==> src/rtl/lamp_pkg.sv <==
// lamp_pkg
// Shared definitions for the lamp display pipeline (framebuffer and
// led_shifter). Holds the chain geometry defaults, the refresh engine state
// enumeration and the width helpers used to size ports and counters, so the
// framebuffer and the refresh engine always agree on the dwell field width.
package lamp_pkg;

  // Default chain geometry: boards in the daisy chain, channels per driver
  // board and bits per channel.
  localparam int c_ledboards_default = 30;
  localparam int c_ch_per_board      = 32;
  localparam int c_bpc_default       = 12;
  localparam int c_max_time_default  = 480;
  localparam int c_tick_div_default  = 1000;

  // Refresh engine states, in the order a frame walks through them.
  typedef enum logic [2:0] {
    DWELL,
    FETCH0,
    FETCH1,
    SHIFT,
    GAP,
    LATCH
  } led_state_t;

  // Width of the dwell field carried from the framebuffer time output.
  function automatic int time_width(input int max_time);
    return $clog2(max_time);
  endfunction

  // Counter width for a modulus of n; a modulus of 1 still needs a 1-bit
  // register so the counter never collapses to zero width.
  function automatic int cnt_width(input int n);
    return (n > 1) ? $clog2(n) : 1;
  endfunction

endpackage

==> src/rtl/led_serializer.sv <==
// led_serializer
// Serialises one c_bpc-bit channel value MSB-first onto the driver serial
// bus. Each bit takes two cycles: data is presented with sclk low, then sclk
// goes high with data held, giving one cycle of setup and one of hold.
// While idle both sclk and sdata sit low.
//
// Ports:
//   i_clk   in   rising-edge clock
//   i_rst   in   synchronous active-high reset
//   load    in   capture data and start shifting on the next cycle
//   data    in   c_bpc-bit channel value to serialise
//   done    out  high during the final cycle of the last bit
//   sclk    out  registered driver serial clock
//   sdata   out  registered driver serial data
module led_serializer
  import lamp_pkg::*;
#(
  parameter int c_bpc = c_bpc_default
) (
  input  logic             i_clk,
  input  logic             i_rst,
  input  logic             load,
  input  logic [c_bpc-1:0] data,
  output logic             done,
  output logic             sclk,
  output logic             sdata
);

  localparam int c_bit_w = cnt_width(c_bpc);
  localparam logic [c_bit_w-1:0] c_bit_last = c_bit_w'(c_bpc - 1);

  logic [c_bpc-1:0]   shreg;
  logic [c_bit_w-1:0] bit_cnt;
  logic               phase;
  logic               active;

  // Shift engine. The MSB is driven straight from the load data so the first
  // bit is already on sdata in the first shift cycle; every later bit comes
  // from the register one position below the current MSB as it shifts.
  always_ff @(posedge i_clk) begin
    if (i_rst) begin
      shreg   <= '0;
      bit_cnt <= '0;
      phase   <= 1'b0;
      active  <= 1'b0;
      sclk    <= 1'b0;
      sdata   <= 1'b0;
    end else if (load) begin
      shreg   <= data;
      bit_cnt <= '0;
      phase   <= 1'b0;
      active  <= 1'b1;
      sclk    <= 1'b0;
      sdata   <= data[c_bpc-1];
    end else if (active) begin
      if (!phase) begin
        phase <= 1'b1;
        sclk  <= 1'b1;
      end else if (bit_cnt == c_bit_last) begin
        phase  <= 1'b0;
        active <= 1'b0;
        sclk   <= 1'b0;
        sdata  <= 1'b0;
      end else begin
        phase   <= 1'b0;
        sclk    <= 1'b0;
        bit_cnt <= bit_cnt + 1'b1;
        shreg   <= {shreg[c_bpc-2:0], 1'b0};
        sdata   <= shreg[c_bpc-2];
      end
    end
  end

  // Done marks the last cycle of the last bit so the controller can leave
  // SHIFT on exactly the same edge the serializer goes idle.
  assign done = active && phase && (bit_cnt == c_bit_last);

endmodule

==> src/rtl/led_shifter.sv <==
// led_shifter
// Frame refresh engine sitting directly after the framebuffer. Walks every
// channel from c_channels-1 down to 0 through the framebuffer's registered
// read port, serialises each value MSB-first onto the daisy-chained LED
// drivers, pulses the driver latch, then waits the dwell time (in ticks of
// c_tick_div cycles) captured from the framebuffer time output at the latch.
//
// Ports:
//   i_clk    in   rising-edge clock
//   i_rst    in   synchronous active-high reset
//   o_raddr  out  framebuffer read address (current channel)
//   i_rdata  in   framebuffer read data, one cycle after o_raddr
//   i_time   in   dwell ticks applied after the next latch
//   o_sclk   out  driver serial clock
//   o_sdata  out  driver serial data
//   o_xlat   out  one-cycle driver latch pulse
//   o_busy   out  high from the first fetch through the latch
//   o_blank  out  blanking output, present only with LED_SHIFTER_BLANK_EN
//
// Build option: define LED_SHIFTER_BLANK_EN to add o_blank, which is high in
// reset, during GAP and LATCH and for two cycles after LATCH.
module led_shifter
  import lamp_pkg::*;
#(
  parameter int c_ledboards = c_ledboards_default,
  parameter int c_channels  = c_ledboards * c_ch_per_board,
  parameter int c_addr_w    = $clog2(c_channels),
  parameter int c_bpc       = c_bpc_default,
  parameter int c_max_time  = c_max_time_default,
  parameter int c_time_w    = time_width(c_max_time),
  parameter int c_tick_div  = c_tick_div_default
) (
  input  logic                i_clk,
  input  logic                i_rst,
  output logic [c_addr_w-1:0] o_raddr,
  input  logic [c_bpc-1:0]    i_rdata,
  input  logic [c_time_w-1:0] i_time,
  output logic                o_sclk,
  output logic                o_sdata,
  output logic                o_xlat,
  output logic                o_busy
`ifdef LED_SHIFTER_BLANK_EN
  ,
  output logic                o_blank
`endif
);

  localparam int c_tick_w = cnt_width(c_tick_div);
  localparam logic [c_addr_w-1:0] c_addr_last = c_addr_w'(c_channels - 1);
  localparam logic [c_tick_w-1:0] c_tick_last = c_tick_w'(c_tick_div - 1);
  localparam logic [c_time_w-1:0] c_time_cap  = c_time_w'(c_max_time);

  led_state_t          state;
  led_state_t          next_state;
  logic [c_time_w-1:0] dwell_val;
  logic [c_time_w-1:0] dwell_cnt;
  logic [c_tick_w-1:0] tick_cnt;
  logic [c_time_w-1:0] time_sat;
  logic                dwell_done;
  logic                ser_load;
  logic                ser_done;

  // Dwell values beyond the supported maximum are clamped rather than
  // wrapped so an out-of-range request still gives the longest dwell.
  assign time_sat   = (i_time > c_time_cap) ? c_time_cap : i_time;
  assign dwell_done = (dwell_cnt == dwell_val);

  // The framebuffer registers the read in FETCH0, so its data is on i_rdata
  // during FETCH1 and is handed to the serializer then.
  assign ser_load = (state == FETCH1);

  // State register.
  always_ff @(posedge i_clk) begin
    if (i_rst) begin
      state <= DWELL;
    end else begin
      state <= next_state;
    end
  end

  // Next-state logic. Channel 0 is the last channel shifted, so reaching the
  // end of its bits closes the frame through GAP and LATCH.
  always_comb begin
    next_state = state;
    case (state)
      DWELL:   if (dwell_done) next_state = FETCH0;
      FETCH0:  next_state = FETCH1;
      FETCH1:  next_state = SHIFT;
      SHIFT: begin
        if (ser_done) begin
          next_state = (o_raddr == '0) ? GAP : FETCH0;
        end
      end
      GAP:     next_state = LATCH;
      LATCH:   next_state = DWELL;
      default: next_state = DWELL;
    endcase
  end

  // Status outputs are decoded from the next state so they line up with the
  // state they describe while still coming straight from flops.
  always_ff @(posedge i_clk) begin
    if (i_rst) begin
      o_xlat <= 1'b0;
      o_busy <= 1'b0;
    end else begin
      o_xlat <= (next_state == LATCH);
      o_busy <= (next_state != DWELL);
    end
  end

  // Address counter. The address already points at the next channel when
  // FETCH0 starts, so it steps down on the last SHIFT cycle and is reloaded
  // for the following frame as the latch completes.
  always_ff @(posedge i_clk) begin
    if (i_rst) begin
      o_raddr <= c_addr_last;
    end else if (state == LATCH) begin
      o_raddr <= c_addr_last;
    end else if ((state == SHIFT) && ser_done && (o_raddr != '0)) begin
      o_raddr <= o_raddr - 1'b1;
    end
  end

  // Dwell timer. The dwell value is captured only at LATCH so a time change
  // mid-frame waits for the next latch. The exit cycle itself is where the
  // count is found equal, giving dwell*c_tick_div + 1 cycles in DWELL.
  always_ff @(posedge i_clk) begin
    if (i_rst) begin
      dwell_val <= '0;
      dwell_cnt <= '0;
      tick_cnt  <= '0;
    end else if (state == LATCH) begin
      dwell_val <= time_sat;
      dwell_cnt <= '0;
      tick_cnt  <= '0;
    end else if ((state == DWELL) && !dwell_done) begin
      if (tick_cnt == c_tick_last) begin
        tick_cnt  <= '0;
        dwell_cnt <= dwell_cnt + 1'b1;
      end else begin
        tick_cnt <= tick_cnt + 1'b1;
      end
    end
  end

  // Serial datapath: owns the shift register and the serial bus pins.
  led_serializer #(
    .c_bpc (c_bpc)
  ) u_serializer (
    .i_clk (i_clk),
    .i_rst (i_rst),
    .load  (ser_load),
    .data  (i_rdata),
    .done  (ser_done),
    .sclk  (o_sclk),
    .sdata (o_sdata)
  );

`ifdef LED_SHIFTER_BLANK_EN
  logic blank_tail;

  // Blanking covers GAP and LATCH plus two cycles after the latch: the first
  // comes from seeing LATCH as the current state, the second from a one-cycle
  // delayed copy of that.
  always_ff @(posedge i_clk) begin
    if (i_rst) begin
      o_blank    <= 1'b1;
      blank_tail <= 1'b0;
    end else begin
      blank_tail <= (state == LATCH);
      o_blank    <= (next_state == GAP) || (next_state == LATCH) ||
                    (state == LATCH) || blank_tail;
    end
  end
`endif

endmodule
==> config.mk <==
export PLATFORM = sky130hd
export DESIGN_NAME = led_shifter
export DESIGN_NICKNAME = d
export VERILOG_FILES = /design/src/rtl/lamp_pkg.sv /design/src/rtl/led_serializer.sv /design/src/rtl/led_shifter.sv
export SDC_FILE = /design/constraint.sdc
export NUM_CORES = 1
export LEC_CHECK = 0
export BUFFER_PORTS_ARGS = -buffer_cell sky130_fd_sc_hd__buf_2
export CORE_MARGIN = 1.5
export CORE_UTILIZATION = 40
export DETAILED_ROUTE_END_ITERATION = 10
export GPL_TIMING_DRIVEN = 0
export HOLD_SLACK_MARGIN = 0.05
export PLACE_DENSITY = 0.57
export SLEW_MARGIN = 40
export SYNTH_ARGS = -nofsm -noshare
export SYNTH_HDL_FRONTEND = slang
export SYNTH_HIERARCHICAL = 1
export SYNTH_SLANG_ARGS = --single-unit
==> constraint.sdc <==
create_clock -name i_clk -period 2.55 [get_ports i_clk]
set_clock_uncertainty 0.05 [all_clocks]
set_input_delay 0.765 -clock i_clk [delete_from_list [all_inputs] [get_ports i_clk]]
set_output_delay 0.765 -clock i_clk [all_outputs]
set_load 0.005 [all_outputs]
Word level (Yosys, flattened, before mapping)
Index checks and enable logic that the tools add are counted.
W data, S select, Z words.
{ "word_totals": {"regBits": 61, "output_inout_bits": 14, "word_cells": 65} }
{ "classes": {"reduce_logical": 18, "mux": 19, "eq_ne": 10, "bitwise_logic": 1, "n_addsub": 4, "magnitude_cmp": 1} }
{ "ops": {"columns": ["cell", "n"], "rows": [
  ["$mux W11", 4],
  ["$pmux W3 S5", 1],
  ["$add A10 B1 Y10 const B", 1],
  ["$eq A10 B10 Y1 const B", 1],
  ["$logic_not A10 Y1", 1],
  ["$mux W10", 1],
  ["$reduce_bool A10 Y1", 1],
  ["$sub A10 B1 Y10 const B", 1],
  ["$add A9 B1 Y9 const B", 1],
  ["$eq A3 B3 Y1 const B", 3],
  ["$eq A9 B9 Y1", 1],
  ["$gt A9 B9 Y1 const B", 1],
  ["$mux W1", 9],
  ["$mux W3", 3],
  ["$mux W9", 1],
  ["$eq A3 B2 Y1 const B", 2],
  ["$reduce_and A3 Y1", 2],
  ["$logic_and A1 B1 Y1", 5],
  ["$add A4 B1 Y4 const B", 1],
  ["$eq A4 B4 Y1 const B", 1],
  ["$reduce_and A2 Y1", 2],
  ["$reduce_bool A2 Y1", 2],
  ["$reduce_or A2 Y1", 2],
  ["$eq A3 B1 Y1 const B", 1],
  ["other kinds (5)", 5]
]} }

Logic depth before layout (Yosys ltp)
{ "logic_depth": {"word_depth": 5, "ltp_mapped": 10, "depth_no_buf": 8} }

Hierarchy
Netlist, hierarchy kept.
{ "modules_own_cells": {"columns": ["module", "cells_each", "instances", "area_per_inst_um2"], "rows": [
  ["led_shifter", 244, 1, 2124.5],
  ["led_serializer", 101, 1, 848.3]
]} }

Worst setup path before layout
Ideal clock, no wire load.
{ "synth_timing": {"path_type": "register to register", "from": "reg u_serializer.bit_cnt[0]", "to": "reg o_raddr[4]", "synth_period_minus_slack_ns": 2.173, "path_buffers": 2, "required_time_ns": 2.437, "arrival_ns": 2.061, "path_slack_ns": 0.377, "path_stages_with_launch": 11, "path_cell_list": "dfxtp_1 -> ha_1 -> nand3b_1 -> buf_4 -> nor2_1 -> and2_1 -> nor2b_1 -> clkbuf_1 -> nand3_1 -> or4_1 -> nand3_1"} }
{ "synth_via": {"elab_chain_len": 4} }
{ "synth_lines": {"columns": ["element", "line", "text"], "rows": [
  ["start: declaration", "led_serializer.sv:33", "logic [c_bit_w-1:0] bit_cnt;"],
  ["start signal: assignment", "led_serializer.sv:67", "bit_cnt <= bit_cnt + 1'b1;"],
  ["$eq A4 B4 Y1", "led_serializer.sv:76", "assign done = active && phase && (bit_cnt == c_bit_last);"],
  ["$logic_and A1 B1 Y1", "led_serializer.sv:76", null],
  ["via ser_done", "led_shifter.sv:61", "logic ser_done;"],
  ["$logic_and A1 B1 Y1 (2 in a row)", "led_shifter.sv:120", "end else if ((state == SHIFT) && ser_done && (o_raddr != '0)) begin"],
  ["end signal: assignment", "led_shifter.sv:117", "o_raddr <= c_addr_last;"],
  ["end signal: assignment", "led_shifter.sv:119", "o_raddr <= c_addr_last;"],
  ["end signal: assignment", "led_shifter.sv:121", "o_raddr <= o_raddr - 1'b1;"],
  ["end: declaration", "led_shifter.sv:35", "output logic [c_addr_w-1:0] o_raddr,"]
]} }
The timed path passes the listed nets, and every way through them passes these cells.
A chain may end at the register's enable or synchronous reset.

Worst setup path in the final report
Ends and elaborated chain as after synthesis.

==> flow_summary_export.csv <==
group,metric,value,unit
placement,dp_slack,41.4,ps
pwr,leakage,1.33,nW
yosys,netlist_instances,345,
floorplanning,coreArea,7210,um2
pwr,power.internal,0.00151,W
sta,fin_hold_ws,433,ps
worst_setup_path,crit_path_start_kind,"register",
worst_setup_path,cp_cell_sequence,"ha_1, nand3b_1, buf_4, nor2_1, and2_1, nor2b_1, clkbuf_2, nand3_1, or4_1, nand3_1",
run,drv_cap,0,
routing,vias,2728,
floorplanning,die_w,89.2,um
routing,vias_per_cell,5.49,
routing,post_drt_wl_per_cell,14.3,um
sta,maxSlewHeadroom,53.2,%
sta,fin_tns_setup,0,ps
worst_setup_path,worstSetupPathType,"reg2reg",
worst_setup_path,crit_family,"simple AND/OR/NAND/NOR gates",
worst_setup_path,path_buf_inv,2,
worst_setup_path,required,2780,ps
sta,period_needed,2280,ps
sta,finalCritPeriodShare,89.2,%
grt,gr-total-overflow,0,
worst_setup_path,critPathCaptureType,"register",
floorplanning,initial_core_util,41.2,%
worst_setup_path,slowest_stage,"or4_1",
yosys,synth_fp_nets,373,
yosys,yosys.area.top_type,"dfxtp_1",
layout,drive_above_1_share,16.8,%
layout,area_growth,17.0,%
yosys,netlist.area_leader.share,41.1,%
pwr,clkPwrFrac,42.9,%
sta,finalSetupViolations,0,
yosys,synthArstFlopShare,0,%
yosys,syn-cell-area,2970,um2
grt,antenna_found_initial,0,
worst_setup_path,cp_max_fo,10,
yosys,synthFlopType,"dfxtp_1",
grt,first_global_vias,2489,
worst_setup_path,crit_arrival,2510,ps
floorplanning,row_count,31,
floorplanning,die_h,89.2,um
placement,routabilityCongestion,0.805,
clock_network,clockBufferDepth,2,
sta,fin_ws,274,ps
layout,nNetsFinal,421,
yosys,yosysSeqAreaShare,41.1,%
grt,grt_use_total,19.1,%
grt,grt_pass1_wl,11.6,mm
yosys,yosysWarnings,6,
clock_network,root_buffer,"clkbuf_8",
pwr,ir_drop,0.335,mV
yosys,ys_types,50,
yosys,synth_seq_cells,61,
sta,rsz0062_at_grt,"false",
yosys,syn-mean-instance-area,8.62,um2
sta,tightest_slew,697,ps
clock_network,cts-htree-levels,3,
floorplanning,io_pins,37,
pwr,swShare,24.1,%
pwr,p_seq_share,50.4,%
worst_setup_path,slowest_delay,430,ps
layout,antennaDiodeCount,0,
clock_network,clkTransAtPathRegs,70,ps
clock_network,cts_inserted_buffers,9,
clock_network,tritoncts,"yes",
clock_network,hold_buffers,0,
pwr,powerDensity,573,nW/um2
clock_network,cts.sink_count,61,
sta,slew_violations,0,
floorplanning,fp.dieArea,7960,um2
layout,num-fill-cells,737,
grt,grt_max_degree,14,
layout,area.sequential,1220,um2
yosys,netlist_top_cells_area,"dfxtp_1, xor2_1, nand2_1",
run_status,status,"complete, no violations",
worst_hold_path,min_path_type,"reg2reg",
worst_setup_path,crit_top_cell,"nand3_1",
sta,fmax,0.439,GHz
placement,portBuffers,36,
routing,drcViolationCount,0,
routing,drt-total-wl,7.13,mm
sta,hold_viol_final,0,
routing,first_iter_violations,164,
layout,fin_area,3480,um2
pwr,combPwrFrac,6.7,%
routing,ant_nets,0,
pwr,p_switching,0.000479,W
layout,multi_input_comb_area,1590,um2
placement,dp_hpwl,4.89,mm
clock_network,clk_latency,340,ps
yosys,synth_enable_flop_cells,0,
placement,placed_cell_area,3280,um2
routing,drtPass1Iterations,4,
[final timing paths]
| check | start | to | slack [ps] | cells after the start |
|---|---|---|---|---|
| worst min register to register | u_serializer/shreg[10] | u_serializer/sdata | 430 | 2 |
| worst min-delay path | u_serializer/shreg[10] | u_serializer/sdata | 430 | 2 |
| worst max-delay path | u_serializer/bit_cnt[0] | o_raddr[4] | 270 | 10 |
| worst max register to register | u_serializer/bit_cnt[0] | o_raddr[4] | 270 | 10 |
[kinds of logic (layout without fill, tap and decap cells)]
family                   after synthesis  after routing  share of synthesized area, %
AND/OR/NAND/NOR                      128            128                          24.7
AO/OA/AOI/OAI                         94             94                          20.8
flip-flops                            61             61                          41.1
buffers and inverters                 38             91                          5.55
XOR/XNOR                              17             17                          5.01
adder cells (fa/ha/maj)                5              5                          2.10
multiplexers                           2              2                         0.673
[synthesized netlist by cell type (all sizes together) (3+ instances only)]
| cell type | n |
|---|---|
| and2 | 3 |
| o21ai | 23 |
| and3 | 4 |
| ha | 5 |
| xor2 | 15 |
| nor2b | 3 |
| or4 | 12 |
| nor4 | 3 |
| nor3 | 10 |
| o31ai | 5 |
| a22o | 9 |
| clkbuf | 12 |
| inv | 19 |
| nand4 | 12 |
| or3 | 4 |
| a221oi | 12 |
| a31oi | 11 |
| buf | 7 |
| nand2 | 31 |
| nand2b | 3 |
| a21oi | 18 |
| nand3 | 17 |
| o211ai | 9 |
| nor2 | 15 |
| dfxtp | 61 |
[layout by cell type, fill, tap and decap left out, types with 2 or more instances in the layout]
cell type / n
nand2b_1: 3
nor4_1: 3
nand3b_1: 2
a221oi_1: 12
and3_1: 4
xor2_1: 15
nand3_1: 17
nor2_1: 15
clkbuf_8: 10
and2_1: 3
nand4b_1: 2
xnor2_1: 2
clkinv_2: 2
nor3_1: 8
buf_4: 4
nand2_2: 2
o211ai_1: 9
a21oi_1: 18
inv_1: 18
o31ai_1: 5
o21ai_1: 6
buf_2: 39
nand4_1: 12
mux2i_1: 2
nand2_1: 29
or3_1: 4
a31oi_1: 11
nor2b_1: 3
or4_1: 12
a22o_1: 9
clkbuf_1: 13
ha_1: 5
dfxtp_1: 61
o21ai_0: 17
[area by class of cell]
class / instances / area share (%)
well taps: 99 / 3.56
multi-input cells: 246 / 45.6
clock inverters: 4 / 1.37
plain buffers: 19 / 2.73
clock buffers: 12 / 4.17
repair buffers: 37 / 5.40
flip-flops and latches: 61 / 35.1
inverters: 19 / 2.05
[what timing repair did]
item	in CTS	in global routing
endpoints found under the hold margin	0	0
gates resized for setup	0	2
setup buffers	0	1
endpoints found under the setup margin	0	6
[power groups by stage]
stage / combinational (W) / sequential (W) / clock (W)
4_1_cts: 0.000135 / 0.00100 / 0.000880
5_1_grt: 0.000151 / 0.00101 / 0.000916
6_report: 0.000134 / 0.00100 / 0.000854
3_5_place_dp: 0.000134 / 0.00103 / 0
2_1_floorplan: 0.0000860 / 0.00102 / 0
3_3_place_gp: 0.000133 / 0.00103 / 0
[registers in the layout, indices dropped and copies added, names as in the netlist]
name,cells
u_serializer/active,1
u_serializer/phase,1
dwell_cnt,9
u_serializer/shreg,11
dwell_val,9
u_serializer/sdata,1
tick_cnt,10
state,3
o_busy,1
o_xlat,1
o_raddr,10
u_serializer/bit_cnt,4
[metal layers]
layer	vias to the layer above	GRT usage, %	part of all wire, %
li1	1381	-	-
met1	1267	26.6	50
met2	67	27.3	44
met3	13	5.36	4.4
met4	0	8.81	1.4
met5	-	0	0
[tightest hold or removal path, cell delays in order (launching register included)]
cell and delay, ps:
dfxtp_1 310, nand3_1 60, a221oi_1 60
[through the flow]
stage               util [%]  cells  total power [W]
floorplan                  -    345          0.00111
global placement        45.4    480          0.00116
detailed placement      45.4    480          0.00116
CTS                     48.1    496          0.00202
global route            48.2    497          0.00207
finish                  48.2    497          0.00199
(Power assumes the default switching activity.)
